===== config.mk =====
export PLATFORM = sky130hd
export DESIGN_NAME = cbu_sequencer
export DESIGN_NICKNAME = d
export VERILOG_FILES = /design/src/rtl/cbu_pkg.sv /design/src/rtl/cbu_seq_mem.sv /design/src/rtl/cbu_sequencer.sv
export SDC_FILE = /design/constraint.sdc
export NUM_CORES = 1
export LEC_CHECK = 0
export ABC_AREA = 1
export CORE_MARGIN = 2
export CORE_UTILIZATION = 40
export CTS_CLUSTER_SIZE = 10
export DETAILED_ROUTE_END_ITERATION = 8
export DONT_BUFFER_PORTS = 1
export GPL_TIMING_DRIVEN = 0
export HOLD_SLACK_MARGIN = 0.02
export PLACE_DENSITY = 0.65
export SETUP_SLACK_MARGIN = 0.2
export SYNTH_ARGS = -nofsm -noshare
export SYNTH_HDL_FRONTEND = slang
export SYNTH_SLANG_ARGS = --single-unit

===== constraint.sdc =====
create_clock -name clk -period 5.65 [get_ports clk]
set_input_delay 1.13 -clock clk [delete_from_list [all_inputs] [get_ports clk]]
set_output_delay 1.13 -clock clk [all_outputs]
set_load 0.05 [all_outputs]

===== src/rtl/cbu_pkg.sv =====
// Shared definitions for the CBU and its instruction sequencer: instruction
// field layout, opcode encoding and the NOP word.
package cbu_pkg;

  localparam int unsigned INSTR_W = 9;
  localparam int unsigned WORD_W  = 17;   // {instr[8:0], a[3:0], b[3:0]}

  localparam int unsigned OP_HI   = 8;
  localparam int unsigned OP_LO   = 6;
  localparam int unsigned SRC1_HI = 5;
  localparam int unsigned SRC1_LO = 4;
  localparam int unsigned SRC2_HI = 3;
  localparam int unsigned SRC2_LO = 2;
  localparam int unsigned DST_HI  = 1;
  localparam int unsigned DST_LO  = 0;

  localparam logic [INSTR_W-1:0] NOP      = '0;
  localparam logic [1:0]         REG_NONE = 2'b00;

  typedef enum logic [2:0] {
    OP_ADD  = 3'b000,
    OP_SUB  = 3'b001,
    OP_AND  = 3'b010,
    OP_OR   = 3'b011,
    OP_XOR  = 3'b100,
    OP_SHL  = 3'b101,
    OP_SHR  = 3'b110,
    OP_MUL2 = 3'b111
  } cbu_op_e;

  typedef enum logic [1:0] {
    S_IDLE,
    S_ISSUE,
    S_DRAIN
  } seq_state_e;

  function automatic logic [1:0] fn_src1(input logic [INSTR_W-1:0] instr);
    return instr[SRC1_HI:SRC1_LO];
  endfunction

  function automatic logic [1:0] fn_src2(input logic [INSTR_W-1:0] instr);
    return instr[SRC2_HI:SRC2_LO];
  endfunction

  function automatic logic [1:0] fn_dst(input logic [INSTR_W-1:0] instr);
    return instr[DST_HI:DST_LO];
  endfunction

endpackage


===== src/rtl/cbu_seq_mem.sv =====
// Program store for the sequencer: one synchronous write port, one
// asynchronous read port, no reset.
module cbu_seq_mem #(
  parameter int unsigned DEPTH = 16,
  parameter int unsigned AW    = 4,
  parameter int unsigned W     = 17
) (
  input  logic          clk,
  input  logic          we,
  input  logic [AW-1:0] waddr,
  input  logic [W-1:0]  wdata,
  input  logic [AW-1:0] raddr,
  output logic [W-1:0]  rdata
);

  logic [W-1:0] mem [DEPTH];

  always_ff @(posedge clk) begin
    if (we) mem[waddr] <= wdata;
  end

  assign rdata = mem[raddr];

endmodule


===== src/rtl/cbu_sequencer.sv =====
// Instruction issuer for the CBU: streams a stored program one word per cycle,
// inserts hazard bubbles, aborts on illegal words and tags returning results.
module cbu_sequencer #(
  parameter int unsigned DEPTH = 16,
  parameter int unsigned PC_W  = 4
) (
  input  logic            clk,
  input  logic            rst,
  input  logic            prog_we,
  input  logic [PC_W-1:0] prog_addr,
  input  logic [16:0]     prog_data,
  input  logic            start,
  input  logic [PC_W:0]   run_len,
  output logic [8:0]      cbu_in,
  output logic [3:0]      cbu_a,
  output logic [3:0]      cbu_b,
  input  logic [3:0]      cbu_out,
  output logic [3:0]      result,
  output logic [PC_W-1:0] result_tag,
  output logic            result_valid,
  output logic            busy,
  output logic            done,
  output logic            err,
  output logic [7:0]      stall_cnt
);
  import cbu_pkg::*;

  localparam logic [PC_W:0] DEPTH_L = (PC_W+1)'(DEPTH);

  seq_state_e          state_q, state_d;
  logic [PC_W-1:0]     pc_q, pc_d;
  logic [PC_W:0]       len_q, len_d;
  logic [INSTR_W-1:0]  in_q, in_d;
  logic [3:0]          a_q, a_d, b_q, b_d;
  logic [7:0]          stall_q, stall_d;
  logic                err_q, err_d;
  logic                abort_q, abort_d;
  logic                done_q, done_d;
  logic                push, push_res;

  // occ tracks every issued word so drain length is fixed; res marks words with a result
  logic [1:0]          occ_q;
  logic [2:0]          res_q;
  logic [PC_W-1:0]     tag_q [3];
  logic [3:0]          result_q;
  logic [PC_W-1:0]     rtag_q;
  logic                rv_q;

  logic [WORD_W-1:0]   cand;
  logic [INSTR_W-1:0]  cand_instr;
  logic [1:0]          cur_dst;
  logic                illegal, hazard;

  cbu_seq_mem #(
    .DEPTH (DEPTH),
    .AW    (PC_W),
    .W     (WORD_W)
  ) u_mem (
    .clk   (clk),
    .we    (prog_we && (state_q == S_IDLE)),
    .waddr (prog_addr),
    .wdata (prog_data),
    .raddr (pc_q),
    .rdata (cand)
  );

  assign cand_instr = cand[16:8];
  assign cur_dst    = fn_dst(in_q);
  assign illegal    = (fn_src1(cand_instr) == fn_src2(cand_instr)) &&
                      (fn_src1(cand_instr) != REG_NONE);
  assign hazard     = (cur_dst != REG_NONE) &&
                      ((fn_src1(cand_instr) == cur_dst) || (fn_src2(cand_instr) == cur_dst));

  always_comb begin
    state_d  = state_q;
    pc_d     = pc_q;
    len_d    = len_q;
    in_d     = NOP;
    a_d      = '0;
    b_d      = '0;
    stall_d  = stall_q;
    err_d    = err_q;
    abort_d  = abort_q;
    done_d   = 1'b0;
    push     = 1'b0;
    push_res = 1'b0;
    unique case (state_q)
      S_IDLE: begin
        if (start) begin
          if ((run_len == '0) || (run_len > DEPTH_L)) begin
            err_d = 1'b1;
          end else begin
            state_d = S_ISSUE;
            pc_d    = '0;
            len_d   = run_len;
            stall_d = '0;
            err_d   = 1'b0;
            abort_d = 1'b0;
          end
        end
      end
      S_ISSUE: begin
        if (illegal) begin
          err_d   = 1'b1;
          abort_d = 1'b1;
          state_d = S_DRAIN;
        end else if (hazard) begin
          if (stall_q != 8'hFF) stall_d = stall_q + 8'd1;
        end else begin
          in_d     = cand_instr;
          a_d      = cand[7:4];
          b_d      = cand[3:0];
          push     = 1'b1;
          push_res = (fn_dst(cand_instr) != REG_NONE);
          pc_d     = pc_q + PC_W'(1);
          if ({1'b0, pc_q} == (len_q - (PC_W+1)'(1))) state_d = S_DRAIN;
        end
      end
      S_DRAIN: begin
        // the oldest stage retires on this edge, so only the younger two must be empty
        if (!occ_q[0] && !occ_q[1]) begin
          state_d = S_IDLE;
          done_d  = !abort_q;
        end
      end
      default: state_d = S_IDLE;
    endcase
  end

  always_ff @(posedge clk or negedge rst) begin
    if (!rst) begin
      state_q <= S_IDLE;
      pc_q    <= '0;
      len_q   <= '0;
      in_q    <= NOP;
      a_q     <= '0;
      b_q     <= '0;
      stall_q <= '0;
      err_q   <= 1'b0;
      abort_q <= 1'b0;
      done_q  <= 1'b0;
    end else begin
      state_q <= state_d;
      pc_q    <= pc_d;
      len_q   <= len_d;
      in_q    <= in_d;
      a_q     <= a_d;
      b_q     <= b_d;
      stall_q <= stall_d;
      err_q   <= err_d;
      abort_q <= abort_d;
      done_q  <= done_d;
    end
  end

  always_ff @(posedge clk or negedge rst) begin
    if (!rst) begin
      occ_q    <= '0;
      res_q    <= '0;
      tag_q[0] <= '0;
      tag_q[1] <= '0;
      tag_q[2] <= '0;
      result_q <= '0;
      rtag_q   <= '0;
      rv_q     <= 1'b0;
    end else begin
      occ_q    <= {occ_q[0], push};
      res_q    <= {res_q[1:0], push_res};
      tag_q[0] <= pc_q;
      tag_q[1] <= tag_q[0];
      tag_q[2] <= tag_q[1];
      rv_q     <= res_q[2];
      if (res_q[2]) begin
        result_q <= cbu_out;
        rtag_q   <= tag_q[2];
      end
    end
  end

  assign cbu_in       = in_q;
  assign cbu_a        = a_q;
  assign cbu_b        = b_q;
  assign result       = result_q;
  assign result_tag   = rtag_q;
  assign result_valid = rv_q;
  assign busy         = (state_q != S_IDLE);
  assign done         = done_q;
  assign err          = err_q;
  assign stall_cnt    = stall_q;

endmodule


==> reports/qor.txt <==
=================================================================================
Clock power share                                                           0.328
Post-synthesis net count                                                    1,101
Result of the run                                                    finished, final reports clean
Peak clock frequency supported by timing                                  348 MHz
Area share of the largest cell type after synthesis                         0.609
Capturing element type of the critical path                                  flop
Seq pwr share                                                               0.465
Final Non-Filler Cells                                                      1,599
P per Cell Area                                                       452 nW/um^2
Count of different cell masters after synthesis                                41
Total placed instance area                                           14,300 sq um
Routed Antenna Nets                                                             0
Core box area                                                        33,300 sq um
X dimension of the die                                                187 microns
Max-Slew Margin vs Limit                                                    0.352
Post-synth top area cell                                             sky130_fd_sc_hd__edfxtp_1
Die Y                                                                 187 microns
Synth top area cells                                                 sky130_fd_sc_hd__edfxtp_1 (61%), sky130_fd_sc_hd__dfrtp_1 (12%), sky130_fd_sc_hd__nand2_1 (6.4%), sky130_fd_sc_hd__nor2_1 (3.4%), sky130_fd_sc_hd__o21ai_0 (3.1%)
Cell area after technology mapping                                   13,400 sq um
RSZ-0062 raised after global routing                                           no
Overall Global Routing Usage                                                0.198
Final Power                                                               7010 uW
Fin nets                                                                    1,158
Overflow left after global routing                                              0
Final Instance Area                                                  15,500 sq um
Switching pwr                                                             2320 uW
Clock Sink Count                                                              337
Largest net degree at the start of global routing                              66
Yosys warning total                                                             0
Number of vias per cell                                                      5.46
Setup fix buffers added after clock tree synthesis                              0
Number of max-slew violations in the final report                               0
CTS tree                                                                    built
Total number of placement rows                                                 67
PostCTS Resize Cnt                                                              0
Total wirelength of the detailed-routed design                            34.5 mm
Final Hold Violating Endpoints                                                  0
Clock latency at the later pin of the worst-skew pair                      530 ps
Hold-fix buffers, CTS                                                           0
Vias in the first global route                                              8,722
Initial core utilization                                                    0.403
Number of inserted filler cells in the final layout                         2,949
CTS root buffer                                                      sky130_fd_sc_hd__clkbuf_16
Min cycle time layout                                                     2870 ps
Area grow syn2layout                                                        15.6%
Antenna violations before repair                                                0
Wire length of the first global-routing pass                              52.2 mm
Iter 0 DRT Violations                                                         880
Cell with the largest stage delay on the worst path                  sky130_fd_sc_hd__nor2_2
TritonCTS Buffers                                                              39
Placed cell count                                                           1,528
Number of remaining DRC errors                                                  0
Worst-path maximum fanout                                                      12
Internal                                                                  4690 uW
Register clock-pin slew on the reported worst setup and hold paths          60 ps
Count of mapped cells out of synthesis                                      1,064
Path category of the worst min-delay check                               in2async
Largest stage delay on the critical path                                   810 ps
Number of vias after detailed routing                                       8,723
Launching element type of the critical path                                  flop
Number of buffers inserted by port buffering                                    0
Cell type with the highest occurrence count on the critical path     sky130_fd_sc_hd__nor2_1
Die area                                                             35,000 sq um
Synth Area per Inst                                                    12.6 sq um
Final sum of negative setup slack                                            0 ps
Layout cells sized above 1                                                  0.124
Cell-by-cell listing of the critical path                            nor2_1, inv_1, nor2_1, nand3_1, nor2_2, buf_6
Fin Clk Skew                                                              11.6 ps
H-Tree Level Count                                                              2
Detailed placement HPWL                                                   22.1 mm
Part of the power in combinational logic                                    0.207
Required @ worst endpoint                                                 5880 ps
Endpoint arrival time on the critical path                                3110 ps
Net Sw Frac                                                                 0.331
Leakage power figure                                                   0.00566 uW
Tightest Pin Transition                                                    971 ps
Ratio of final minimum period to clock period                               0.509
Total of flip-flops plus latches after synthesis                              337
Critical path class                                                       reg2reg
RePlAce Congestion                                                          0.811
Number of failing setup endpoints in the final timing report                    0
Count of TritonRoute iterations in the first routing pass                       7
Sequential area share after synthesis                                       0.731
Maximum count of clock buffers along a single path                              3
DR WL/cell                                                           21.6 microns
Number of top-level pins                                                       71
Max capacitance violation total                                                 0
Antenna cells                                                                   0
Maximum resistive drop on vdd                                            0.302 mV
=================================================================================
==> synth_stat cells <==
| cell | number |
|---|---|
| sky130_fd_sc_hd__edfxtp_1 | 272 |
| sky130_fd_sc_hd__nand2_1 | 228 |
| sky130_fd_sc_hd__nor2_1 | 122 |
| sky130_fd_sc_hd__o21ai_0 | 82 |
| sky130_fd_sc_hd__dfrtp_1 | 65 |
| sky130_fd_sc_hd__nand3_1 | 47 |
| sky130_fd_sc_hd__a21oi_1 | 45 |
| sky130_fd_sc_hd__inv_1 | 33 |
| sky130_fd_sc_hd__clkbuf_1 | 21 |
| sky130_fd_sc_hd__a32o_1 | 17 |
| sky130_fd_sc_hd__buf_2 | 13 |
| sky130_fd_sc_hd__o221a_2 | 13 |
| sky130_fd_sc_hd__buf_1 | 9 |
| sky130_fd_sc_hd__a221oi_1 | 8 |
| sky130_fd_sc_hd__mux2_2 | 8 |
| sky130_fd_sc_hd__buf_6 | 7 |
| sky130_fd_sc_hd__nor2_2 | 7 |
| sky130_fd_sc_hd__xnor2_1 | 7 |
| sky130_fd_sc_hd__xor2_1 | 7 |
| sky130_fd_sc_hd__nor3_1 | 6 |
| sky130_fd_sc_hd__inv_2 | 5 |
| sky130_fd_sc_hd__o31ai_1 | 5 |
| sky130_fd_sc_hd__o221a_1 | 4 |
| sky130_fd_sc_hd__buf_4 | 3 |
| sky130_fd_sc_hd__ha_1 | 3 |
| sky130_fd_sc_hd__nand2_2 | 3 |
| sky130_fd_sc_hd__nand2_4 | 3 |
| sky130_fd_sc_hd__o22ai_1 | 3 |
| sky130_fd_sc_hd__nand3_2 | 2 |
| sky130_fd_sc_hd__nand4_1 | 2 |
| sky130_fd_sc_hd__o211ai_1 | 2 |
| sky130_fd_sc_hd__o21ai_1 | 2 |
| sky130_fd_sc_hd__or2_2 | 2 |
| sky130_fd_sc_hd__a2111oi_0 | 1 |
| sky130_fd_sc_hd__buf_8 | 1 |
| sky130_fd_sc_hd__clkinv_1 | 1 |
| sky130_fd_sc_hd__inv_6 | 1 |
| sky130_fd_sc_hd__nand3b_1 | 1 |
| sky130_fd_sc_hd__nor2_4 | 1 |
| sky130_fd_sc_hd__nor4_1 | 1 |
| sky130_fd_sc_hd__o221ai_1 | 1 |
==> kinds of logic after synthesis <==
family / count (synthesis) / synth area share
mux: 8 / 0.00672
flops: 337 / 0.731
fa+ha+maj: 3 / 0.00280
buf+inv: 94 / 0.0335
xor+xnor: 14 / 0.00915
compound gates: 183 / 0.0870
simple gates: 425 / 0.130
==> state kept, by name, summed over array words and instances, names as in the netlist, 5 cells and up <==
| signal | cells |
|---|---|
| u_mem.mem | 272 |
| tag_q | 12 |
| cbu_in | 9 |
| stall_cnt | 8 |
| len_q | 5 |
==> cells in the final DEF (no fill, tap or decap), types with 2 or more instances in the layout <==
cell,instances
sky130_fd_sc_hd__o221a_1,4
sky130_fd_sc_hd__or2_2,2
sky130_fd_sc_hd__a221oi_1,8
sky130_fd_sc_hd__o22ai_1,3
sky130_fd_sc_hd__o31ai_1,5
sky130_fd_sc_hd__a32o_1,17
sky130_fd_sc_hd__buf_16,8
sky130_fd_sc_hd__xor2_1,7
sky130_fd_sc_hd__a21oi_1,45
sky130_fd_sc_hd__nand3_2,2
sky130_fd_sc_hd__nor2_2,23
sky130_fd_sc_hd__inv_2,5
sky130_fd_sc_hd__o21ai_1,2
sky130_fd_sc_hd__buf_2,13
sky130_fd_sc_hd__inv_1,33
sky130_fd_sc_hd__clkbuf_16,41
sky130_fd_sc_hd__nand2_1,228
sky130_fd_sc_hd__dfrtp_1,65
sky130_fd_sc_hd__ha_1,3
sky130_fd_sc_hd__clkbuf_1,50
sky130_fd_sc_hd__nand2_4,3
sky130_fd_sc_hd__nand2_2,3
sky130_fd_sc_hd__xnor2_1,7
sky130_fd_sc_hd__edfxtp_1,272
sky130_fd_sc_hd__nor2_1,106
sky130_fd_sc_hd__nand4_1,2
sky130_fd_sc_hd__o21ai_0,82
sky130_fd_sc_hd__buf_8,8
sky130_fd_sc_hd__mux2_2,8
sky130_fd_sc_hd__buf_6,8
sky130_fd_sc_hd__o211ai_1,2
sky130_fd_sc_hd__nor3_1,6
sky130_fd_sc_hd__buf_4,3
sky130_fd_sc_hd__nand3_1,47
sky130_fd_sc_hd__o221a_2,13
sky130_fd_sc_hd__buf_1,9
==> power groups by stage <==
stage          clock (uW)  sequential, uW  combinational, uW
2_1_floorplan           0            3280               1000
3_3_place_gp            0            3310               1410
3_5_place_dp            0            3310               1450
4_1_cts              2330            3260               1450
5_1_grt              2430            3280               1610
6_report             2300            3260               1450
==> cell type report <==
type | instances | area (sq um) | area share
plain buffers | 54 | 294 | 0.0190
multi-input cells | 633 | 3200 | 0.207
well taps | 448 | 561 | 0.0362
repair buffers | 16 | 337 | 0.0217
flip-flops and latches | 337 | 9790 | 0.632
clock buffers | 71 | 1150 | 0.0741
inverters | 40 | 155 | 0.0100
==> metrics by stage <==
step	utilization	hold WS [ps]	worst slack (ps)
4_1_cts	0.465	280	2760
3_3_place_gp	0.420	333	1800
2_1_floorplan	-	331	3010
6_report	0.465	294	2780
5_1_grt	0.465	276	2610
3_5_place_dp	0.431	336	2570
==> worst max-delay path, delay by kind of cell (launching register included) <==
kind / cells / cell delay, ps
DFF: 1 / 390
and+or+nand+nor: 4 / 1660
buffers and inverters: 2 / 530
==> final timing paths <==
kind / from / endpoint / slack (ps) / cells after the start
max: state_q[0] / u_mem.mem[8][5] / 2780 / 6
min: rst / len_q[1] / 290 / 0
max reg2reg: state_q[0] / u_mem.mem[8][5] / 2780 / 6
min reg2reg: tag_q[11] / tag_q[7] / 350 / 0
max in group asynchronous: rst / cbu_b[1] / 5230 / 0
min in group clk: tag_q[11] / tag_q[7] / 350 / 0
==> metal layers <==
metal  share of wire  vias to the layer above  global-route usage
met5               0                        -                   0
li1                -                     3902                   -
met2            0.47                      427               0.320
met1            0.42                     4326               0.273
met3           0.087                       68              0.0379
met4           0.025                        0              0.0592
Power figures use the tool's default switching activity.
